[src/rtl/instr_fetch.sv]
// Fetch stage of the X9 core: program counter, next-PC selection
// (increment / branch through a 16-entry target LUT / hold), opcode slicing
// for the control decoder, and a run/halt FSM with a saturating run-cycle counter.
module instr_fetch #(
   parameter int PCW       = 10,
   parameter int IW        = 9,
   parameter int MCODEBITS = 5,
   parameter int CNTW      = 16
) (
   input  logic                 Clk,
   input  logic                 Reset,
   input  logic                 Start,
   input  logic [PCW-1:0]       StartAddr,
   input  logic [IW-1:0]        InstrData,
   input  logic                 Branch,
   input  logic                 Taken,
   input  logic                 Stall,
   input  logic                 LutWe,
   input  logic [3:0]           LutAddr,
   input  logic [PCW-1:0]       LutData,
   output logic [PCW-1:0]       InstrAddr,
   output logic [MCODEBITS-1:0] Opcode,
   output logic                 Running,
   output logic                 Done,
   output logic [CNTW-1:0]      CycleCount
);

   typedef enum logic [1:0] {
      IDLE = 2'd0,
      RUN  = 2'd1,
      DONE = 2'd2
   } state_t;

   state_t          state, state_nxt;
   logic [PCW-1:0]  pc, pc_nxt;
   logic [CNTW-1:0] cnt, cnt_nxt;
   logic [PCW-1:0]  lut [16];
   logic            halt;
   logic            lut_wen;

   // The all-ones instruction word is the halt marker.
   assign halt    = (InstrData == '1);
   // Target table is only writable while no program is executing.
   assign lut_wen = LutWe && (state != RUN);

   // Next-state, next-PC and counter selection.
   always_comb begin
      // NOTE: every output of this block gets a default first so no path leaves one unassigned (that would infer a latch).
      state_nxt = state;
      pc_nxt    = pc;
      cnt_nxt   = cnt;
      unique case (state)
         IDLE, DONE: begin
            if (Start) begin
               state_nxt = RUN;
               pc_nxt    = StartAddr;
               cnt_nxt   = '0;
            end
         end
         RUN: begin
            if (cnt != '1) begin
               cnt_nxt = cnt + 1'b1;
            end
            if (halt) begin
               state_nxt = DONE;
            end else if (Stall) begin
               pc_nxt = pc;
            end else if (Branch && Taken) begin
               pc_nxt = lut[InstrData[3:0]];
            end else begin
               pc_nxt = pc + 1'b1;
            end
         end
         default: begin
            state_nxt = IDLE;
         end
      endcase
   end

   // State, PC and run-cycle counter registers.
   always_ff @(posedge Clk) begin
      // NOTE: sequential state uses non-blocking assignments so all registers update together from pre-edge values.
      if (Reset) begin
         state <= IDLE;
         pc    <= '0;
         cnt   <= '0;
      end else begin
         state <= state_nxt;
         pc    <= pc_nxt;
         cnt   <= cnt_nxt;
      end
   end

   // Branch-target table; written only outside RUN.
   always_ff @(posedge Clk) begin
      // NOTE: this small register-file table is reset because branches after reset must resolve to address 0.
      if (Reset) begin
         for (int i = 0; i < 16; i++) begin
            lut[i] <= '0;
         end
      end else if (lut_wen) begin
         lut[LutAddr] <= LutData;
      end
   end

   assign InstrAddr  = pc;
   assign Opcode     = InstrData[IW-1 -: MCODEBITS];
   assign Running    = (state == RUN);
   assign Done       = (state == DONE);
   assign CycleCount = cnt;

endmodule

[config.mk]
export PLATFORM = sky130hd
export DESIGN_NAME = instr_fetch
export DESIGN_NICKNAME = d
export VERILOG_FILES = /design/src/rtl/instr_fetch.sv
export SDC_FILE = /design/constraint.sdc
export NUM_CORES = 1
export LEC_CHECK = 0
export CAP_MARGIN = 20
export CORE_AREA = 10 10 157 159
export CTS_CLUSTER_SIZE = 10
export DETAILED_ROUTE_END_ITERATION = 12
export DIE_AREA = 0 0 167 169
export SLEW_MARGIN = 40
export SYNTH_ARGS = -nofsm -noshare
export SYNTH_HDL_FRONTEND = slang
export SYNTH_SLANG_ARGS = --single-unit
[constraint.sdc]
create_clock -name Clk -period 2.84 [get_ports Clk]
set_clock_uncertainty 0.15 [all_clocks]
set_input_delay 0.426 -clock Clk [delete_from_list [all_inputs] [get_ports Clk]]
set_output_delay 0.426 -clock Clk [all_outputs]
set_load 0.1 [all_outputs]
==> results by stage, run 1 <==
Final layout:
- For this run, the post-layout net count is approximately 810.
- Leaving out fill and tap cells, the most frequent cell in the layout is and2_1.
- The final standard cell utilization of the core is 0.499.
- After filler insertion, the fill cell instance count of the layout stands at around 1800.
- Of the cells placed in the final design, the portion with a size suffix greater than 1 is 0.194.
- The post-route standard cell area excluding fillers is around 11000 um^2.
- The layout overhead on the synthesized area is 17.8%.
- The top cell types in the final layout, fill and taps aside, are and2_1 (162), edfxtp_1 (160), buf_4 (75).

Worst setup path:
- The startpoint of the worst-slack reg-to-reg timing path is state[1]$_SDFFE_PP0P_.
- Tracing the worst setup path back leads to its startpoint at LutAddr[3].
- The arrival time of data at the critical path endpoint is around 2500 ps.
- The required time at the worst-slack endpoint is around 2800 ps.
- The type of element launching the critical path is an input pin.
- STA classifies the critical path endpoint as a register.
- The type of the worst setup path is input pin to register.
- The maximum fanout along the worst path is 6.

Placement:
- The number of I/O port buffers is 72.
- At the end of routability-driven placement, the weighted congestion stood at 0.941.
- The HPWL reported at the end of detailed placement is 17000 um.
- Once placement finished, the instance area stood at 10200 um^2.

Power:
- The maximum vdd drop is about 0.47 mV.
- The total leakage power is between 0.003 and 0.004 uW.
- The power after layout is just over 6000 uW.
- The power density relative to cell area is 565 nW/um^2.

Routing:
- Once detail routing completed, the nets flagged for antenna violations numbered 0.
- The routed wire length is approximately 24000 um.
- The total number of vias is 6003.
- Before antenna repair, the detailed router went through 7 iterations.
- The remaining design rule violation count is 0.
- The wire length per cell after detailed routing is roughly 23 um.
- The average via count per standard cell is 5.64.
- The detailed router finished its first iteration with 569 violations.

Timing:
- The worst pin sits at a relative slew slack of 0.454.
- Derived from the worst setup path, the maximum achievable clock frequency is 403 MHz.
- The smallest clock period supported by the final layout is computed as around 2500 ps.
- After routing, the total negative slack on setup checks comes to 0 ps.
- Setup violations remaining at the end of the flow were counted as 0.
- The max-slew violation count is 0.
- The fraction of the cycle the final worst path needs is 0.874.
- Setup repair after global routing left no endpoint under its margin.
- The final-report hold violation count was 0.
- The slew at the pin closest to its max-slew limit is ~800 ps.

Global route:
- The met1 track demand over resource in global routing is 0.233.
- The global-route total usage across every layer is 0.171.
- The first global-routing pass estimated around 37000 um of wire.
- The via count of the first global-routing pass was about 6000.
- In the global route stage, met3 resource usage came out at 0.0486.
- The final global-route overflow total is 0.
- The initial antenna violation count is 0.
- Entering global routing, the biggest net connects 29 pins.
- In this run the most used layer during global routing was met2.
- In the global route stage, met2 resource usage came out at 0.264.

CTS:
- The number of cells upsized or downsized after cts is 0.
- The number of buffers inserted by hold repair at cts is 0.
- Clock latency on the worst-skew pair, taken at its later pin, is roughly 430 ps.
- The largest buffer count on any clock path is 2.
- Post-CTS timing repair inserted 0 buffers for setup.
- The clock transition at the registers of the reported paths is roughly 70 ps.
- CTS placed an instance of clkbuf_16 at the clock tree root.
- CTS built an H-tree with a depth of 4.
- The clock net sink count is about 190.
- TritonCTS built the clock tree.
- Clock tree synthesis inserted a total of 17 buffers.

Logic synthesis:
- For this run, the leading register cell type out of synthesis is edfxtp_1.
- Counting flops with an async set or reset pin after synthesis yields a share of 0.
- Counting flops and latches in the post-synthesis netlist gives between 150 and 200.
- When the netlist entered floorplanning its net count stood at about 720.
- The mean cell area of the mapped netlist is roughly 13 um^2.
- The post-synthesis cell count is 679.
- During synthesis, Yosys emitted a total of 0 warnings.
- Of the synthesized area, sequential elements account for 0.588.
- The mapped netlist covers between 9000 and 10000 um^2.
- Counting flops with a built-in enable in the synthesized netlist gives 160.
- Yosys mapped the design onto 56 distinct sky130hd cell types.

Hold path:
- The class of the tightest hold or removal check is register to register.
- In this run the most critical hold path is launched from CycleCount[15]$_SDFFE_PP0P_.

Status:
- The flow ran to the end, and the final reports show no timing, DRC or antenna violations.

Die:
- The floorplan die area is 28200 um^2.
- For this configuration, the core starts out at a cell density of 0.423.
- In this run the count of I/O pins placed on the die edge is between 70 and 80.
- The y dimension of the die is 169 um.
- The die is 167 um wide.
- The floorplan has 54 rows.
- The total area inside the core boundary comes to approximately 22000 um^2.

Flow run:
- The number of violations of the max-capacitance limit is 0.
-- critical path, cell delays in order --
cell and delay [ps]:
clkdlybuf4s50_1 450, nor4b_1 710, nand2b_1 220, buf_4 210
o21ai_0 240, buf_4 210
-- metrics by stage --
step | std cells | worst slack (ps) | hold WS, ps
6_report | 1064 | 357 | 361
5_1_grt | 1063 | 224 | 377
4_1_cts | 1063 | 370 | 365
3_5_place_dp | 1031 | -49.3 | 353
3_3_place_gp | 1031 | -47.7 | 336
2_1_floorplan | 679 | 174 | 417
-- flip-flops by register name, summed over array words and instances, names as in the netlist --
| name | cells |
|---|---|
| CycleCount | 16 |
| state | 2 |
| lut | 160 |
| InstrAddr | 10 |
-- power breakdown --
part           internal, uW  switching, uW
Sequential             3090           54.0
Clock                  1140           1070
Combinational           256            468
-- cells in the mapped netlist (7+ instances only) --
| library cell | count | share of area |
|---|---|---|
| or4_1 | 8 | 0.0066 |
| inv_1 | 7 | 0.0029 |
| edfxtp_1 | 160 | 0.53 |
| buf_4 | 7 | 0.0058 |
| nand3_1 | 17 | 0.0093 |
| mux2i_1 | 9 | 0.0099 |
| o31ai_1 | 14 | 0.012 |
| nand2_1 | 23 | 0.0095 |
| and2_1 | 162 | 0.11 |
| mux4_2 | 31 | 0.077 |
| a21oi_1 | 15 | 0.0082 |
| nor3_1 | 15 | 0.0082 |
| nor2_1 | 37 | 0.015 |
| buf_6 | 10 | 0.012 |
| dfxtp_1 | 28 | 0.061 |
| o21ai_0 | 21 | 0.012 |
| clkbuf_1 | 22 | 0.0090 |
| mux4_1 | 12 | 0.035 |
-- final cells by class --
class,count,area (um^2),share of cell area
Antenna cell,1,2.50,0.000233
Clock buffer,18,429,0.0399
Clock inverter,14,114,0.0106
Inverter,8,30.0,0.00279
Multi-Input combinational cell,437,3430,0.319
Sequential cell,188,5370,0.499
Tap cell,280,350,0.0326
Timing Repair Buffer,118,1020,0.0952
-- path summary, 6_finish.rpt --
check,cells past startpoint,to,slack (ps)
worst max register to register,7,lut[3][1]$_SDFFCE_PN0P_,360
worst min-delay path,2,CycleCount[15]$_SDFFE_PP0P_,360
worst max-delay path,6,lut[3][1]$_SDFFCE_PN0P_,360
worst min register to register,2,CycleCount[15]$_SDFFE_PP0P_,360
-- metal layers --
metal | up-vias | wire (um) | share of wire
li1 | 2726 | - | -
met1 | 3005 | 10800 | 0.45
met2 | 250 | 11200 | 0.46
met3 | 22 | 1910 | 0.079
met4 | 0 | 257 | 0.011
met5 | - | 0 | 0
-- logic make-up (layout without fill, tap and decap cells) --
group,count (synthesis),after routing,synth area share
fa+ha+maj,2,2,0.00274
simple gates,298,298,0.188
xor+xnor,9,9,0.00864
buf+inv,54,158,0.0359
other cells,0,1,0
compound gates,75,75,0.0550
mux,53,53,0.122
flops,188,188,0.588
No activity file was read; power rests on OpenSTA's default activity.
==> inputs of run 2 (changes only) <==
SKIP_CTS_REPAIR_TIMING = 1   (was default)
==> results of run 2 <==
Final layout, timing and power as in run 1 (identical DEF).
==> inputs of run 3 (changes only) <==
CORE_AREA = 2 2 128 130   (was 10 10 157 159)
DIE_AREA = 0 0 130 132   (was 0 0 167 169)
PLACE_DENSITY = 0.79   (was default)
==> run 3 against run 2 <==
Net effect:
- combinational power shrank 2%
- worst hold slack better by 11 ps
- global-route usage grew 10 points
- sequential share of layout area is 0.48 points higher
- sequential power about the same
- critical endpoint is now lut[4][3]$_SDFFCE_PN0P_
==> results by stage, run 3 (synthesis results as in run 1) <==
Routing:
- The first-iteration detailed-routing DRC count is around 730.
- Using the TritonRoute via totals, the vias-per-cell ratio works out to approximately 6.3.
- The wire length per cell after detailed routing is about 23 um.
- The first-pass detailed-route iteration total is 7.
- The number of routed nets with antenna violations is 0.
- The routed wire length is approximately 23000 um.
- The final route contains 6213 vias.
- In the routed design, unresolved DRC markers number 0.

Worst setup path:
- Of all nets on the critical path, the largest fanout is 10.
- The critical path is of the input pin to register type.
- The setup slack of the worst register-to-register path is 380 ps.
- The type of element launching the critical path is an input pin.
- The endpoint class of the critical path is a register.
- Tracing the worst setup path back leads to its startpoint at Reset.
- The last element of the critical path is lut[4][3]$_SDFFCE_PN0P_.
- In this run the critical register-to-register path is captured at lut[4][3]$_SDFFCE_PN0P_.
- The number of cells on the worst reg-to-reg path is 6.
- STA puts the critical path data required time at roughly 2800 ps.
- The startpoint of the worst-slack reg-to-reg timing path is state[1]$_SDFFE_PP0P_.
- The arrival time of data at the critical path endpoint is about 2400 ps.

Timing:
- The clock period minus final worst setup slack is between 2000 and 2500 ps.
- In the finished design, the share of the clock period the worst path needs comes to 0.876.
- The slack of the critical path is 351 ps.
- The final-report hold violation count came to 0.
- Setup repair after global routing left no endpoint under its margin.
- The slew at the pin closest to its max-slew limit is around 800 ps.
- Setup violations remaining at the end of the flow were counted as 0.
- The maximum clock frequency is approximately 400 MHz.
- After routing, the total negative slack on setup checks comes to 0 ps.
- The normalized max-slew margin is 0.463.
- The max-slew violation count came to 0.

Power:
- The net switching power figure is 1530 uW.
- Of the total power, registers draw 0.509.
- Of the total power, the clock network draws 0.375.
- The worst-case IR drop observed on VDD is 0.420 mV.
- The fraction of power consumed by combinational cells is 0.115.
- The internal power summed over all cells is around 4600 uW.
- Of the total power, the share spent switching nets is 0.248.
- The power density relative to cell area is just under 600 nW/um^2.
- The total leakage power is approximately 0.004 uW.

Die:
- The die covers 17200 um^2.
- After floorplanning, the core was divided into 46 placement rows.
- Measured along the y axis, the die boundary spans roughly 130 um.
- The initial standard-cell utilization of the core is 0.581.
- In this run the standard cell core region covers 15700 um^2.
- The floorplan step set the die width to roughly 130 um.
- For this design the top-level I/O count stands at 73.

Global route:
- The final global-route overflow total is 0.
- The global-route total usage across every layer is 0.275.
- The via count of the first global-routing pass is about 6100.
- Entering global routing, the biggest net connects 22 pins.
- The wire length of the first global-routing pass is around 34000 um.
- The initial antenna violation count is 0.

Final layout:
- The register with the most flip-flops in the layout has 160 of them.
- The library cell used most frequently in the layout, excluding fill and tap cells, is and2_1.
- The fraction of final layout cells with drive strength greater than 1 is 0.184.
- In the layout the commonest cells are and2_1 (162), edfxtp_1 (160), buf_4 (65).
- The final layout net count is around 800.
- lut holds more flip-flops than any other register.
- The layout overhead on the synthesized area is 16.6%.
- The number of standard cells in the final layout excluding fillers is ~990.
- The diode insertion count for antenna repair is 0.

CTS:
- The H-tree was split into 4 levels.
- The clock tree from TritonCTS is built.
- The worst-skew pair later-pin latency is about 430 ps.
- For this design, the sink count on the clock tree is around 190.
- CTS placed an instance of clkbuf_16 at the clock tree root.
- The largest buffer count on any clock path is 2.
- Clock-pin slew was measured on the worst setup and hold paths at about 70 ps.
- Buffers inserted during clock tree synthesis total 17.

Placement:
- Routability-driven placement finished with a final weighted congestion of 0.906.
- Timing analysis after detailed placement gives a worst setup slack of about 21 ps.
- The HPWL reported at the end of detailed placement is 15200 um.
- The instance count after placement with tap cells included is 958.
- The number of I/O port buffers is between 70 and 80.

Status:
- The flow ran to the end, and the final reports show no timing, DRC or antenna violations.

Flow run:
- Max-cap violations in this run came to 0.

Hold path:
- The worst hold path belongs to the class register to register.
-- run 3: worst max-delay path, cell delays in order --
cell	delay, ps
clkdlybuf4s50_1	450
nor4b_1	640
nand2_1	290
nor3_1	240
or2_2	380
-- run 3: layout make-up --
| cell class | instances | area (um^2) |
|---|---|---|
| inverters | 8 | 30.0 |
| repair buffers | 109 | 973 |
| clock inverters | 14 | 145 |
| multi-input cells | 437 | 3440 |
| flip-flops and latches | 188 | 5370 |
| fillers | 1101 | 5070 |
| clock buffers | 17 | 425 |
| well taps | 216 | 270 |
-- run 3: worst min path at each step --
| stage | cells past startpoint | slack [ps] | to | startpoint |
|---|---|---|---|---|
| 6_report | 2 | 370 | InstrAddr[9]$_SDFFE_PP0P_ | InstrAddr[9]$_SDFFE_PP0P_ |
| 5_1_grt | 2 | 390 | CycleCount[14]$_SDFFE_PP0P_ | CycleCount[14]$_SDFFE_PP0P_ |
| 4_1_cts | 2 | 370 | CycleCount[14]$_SDFFE_PP0P_ | CycleCount[14]$_SDFFE_PP0P_ |
| 3_5_place_dp | 2 | 360 | InstrAddr[9]$_SDFFE_PP0P_ | InstrAddr[9]$_SDFFE_PP0P_ |
| 3_3_place_gp | 2 | 340 | CycleCount[10]$_SDFFE_PP0P_ | CycleCount[10]$_SDFFE_PP0P_ |
| 2_1_floorplan | 3 | 420 | InstrAddr[7]$_SDFFE_PP0P_ | state[0]$_SDFFE_PP0P_ |
-- run 3: stage by stage --
step | power [uW] | hold WS [ps] | cell area, um^2 | util
CTS | 6170 | 370 | 10600 | 0.677
global placement | 3880 | 336 | 10100 | 0.641
global route | 6330 | 390 | 10600 | 0.677
floorplan | 3650 | 417 | 9130 | -
finish | 6160 | 371 | 10600 | 0.677
detailed placement | 3900 | 361 | 10100 | 0.641
-- run 3: power groups by stage --
stage / Combinational (uW) / Clock (uW) / Sequential, uW
2_1_floorplan: 362 / 0 / 3290
3_3_place_gp: 693 / 0 / 3190
3_5_place_dp: 704 / 0 / 3200
4_1_cts: 707 / 2320 / 3140
5_1_grt: 745 / 2440 / 3140
6_report: 711 / 2310 / 3140
-- run 3: per-layer routing --
layer / GRT usage / up-vias / wire length (um)
met5: 0 / - / 0
met4: 0.138 / 0 / 956
met3: 0.0560 / 62 / 2290
met2: 0.421 / 374 / 10700
met1: 0.375 / 3075 / 8740
li1: - / 2702 / -
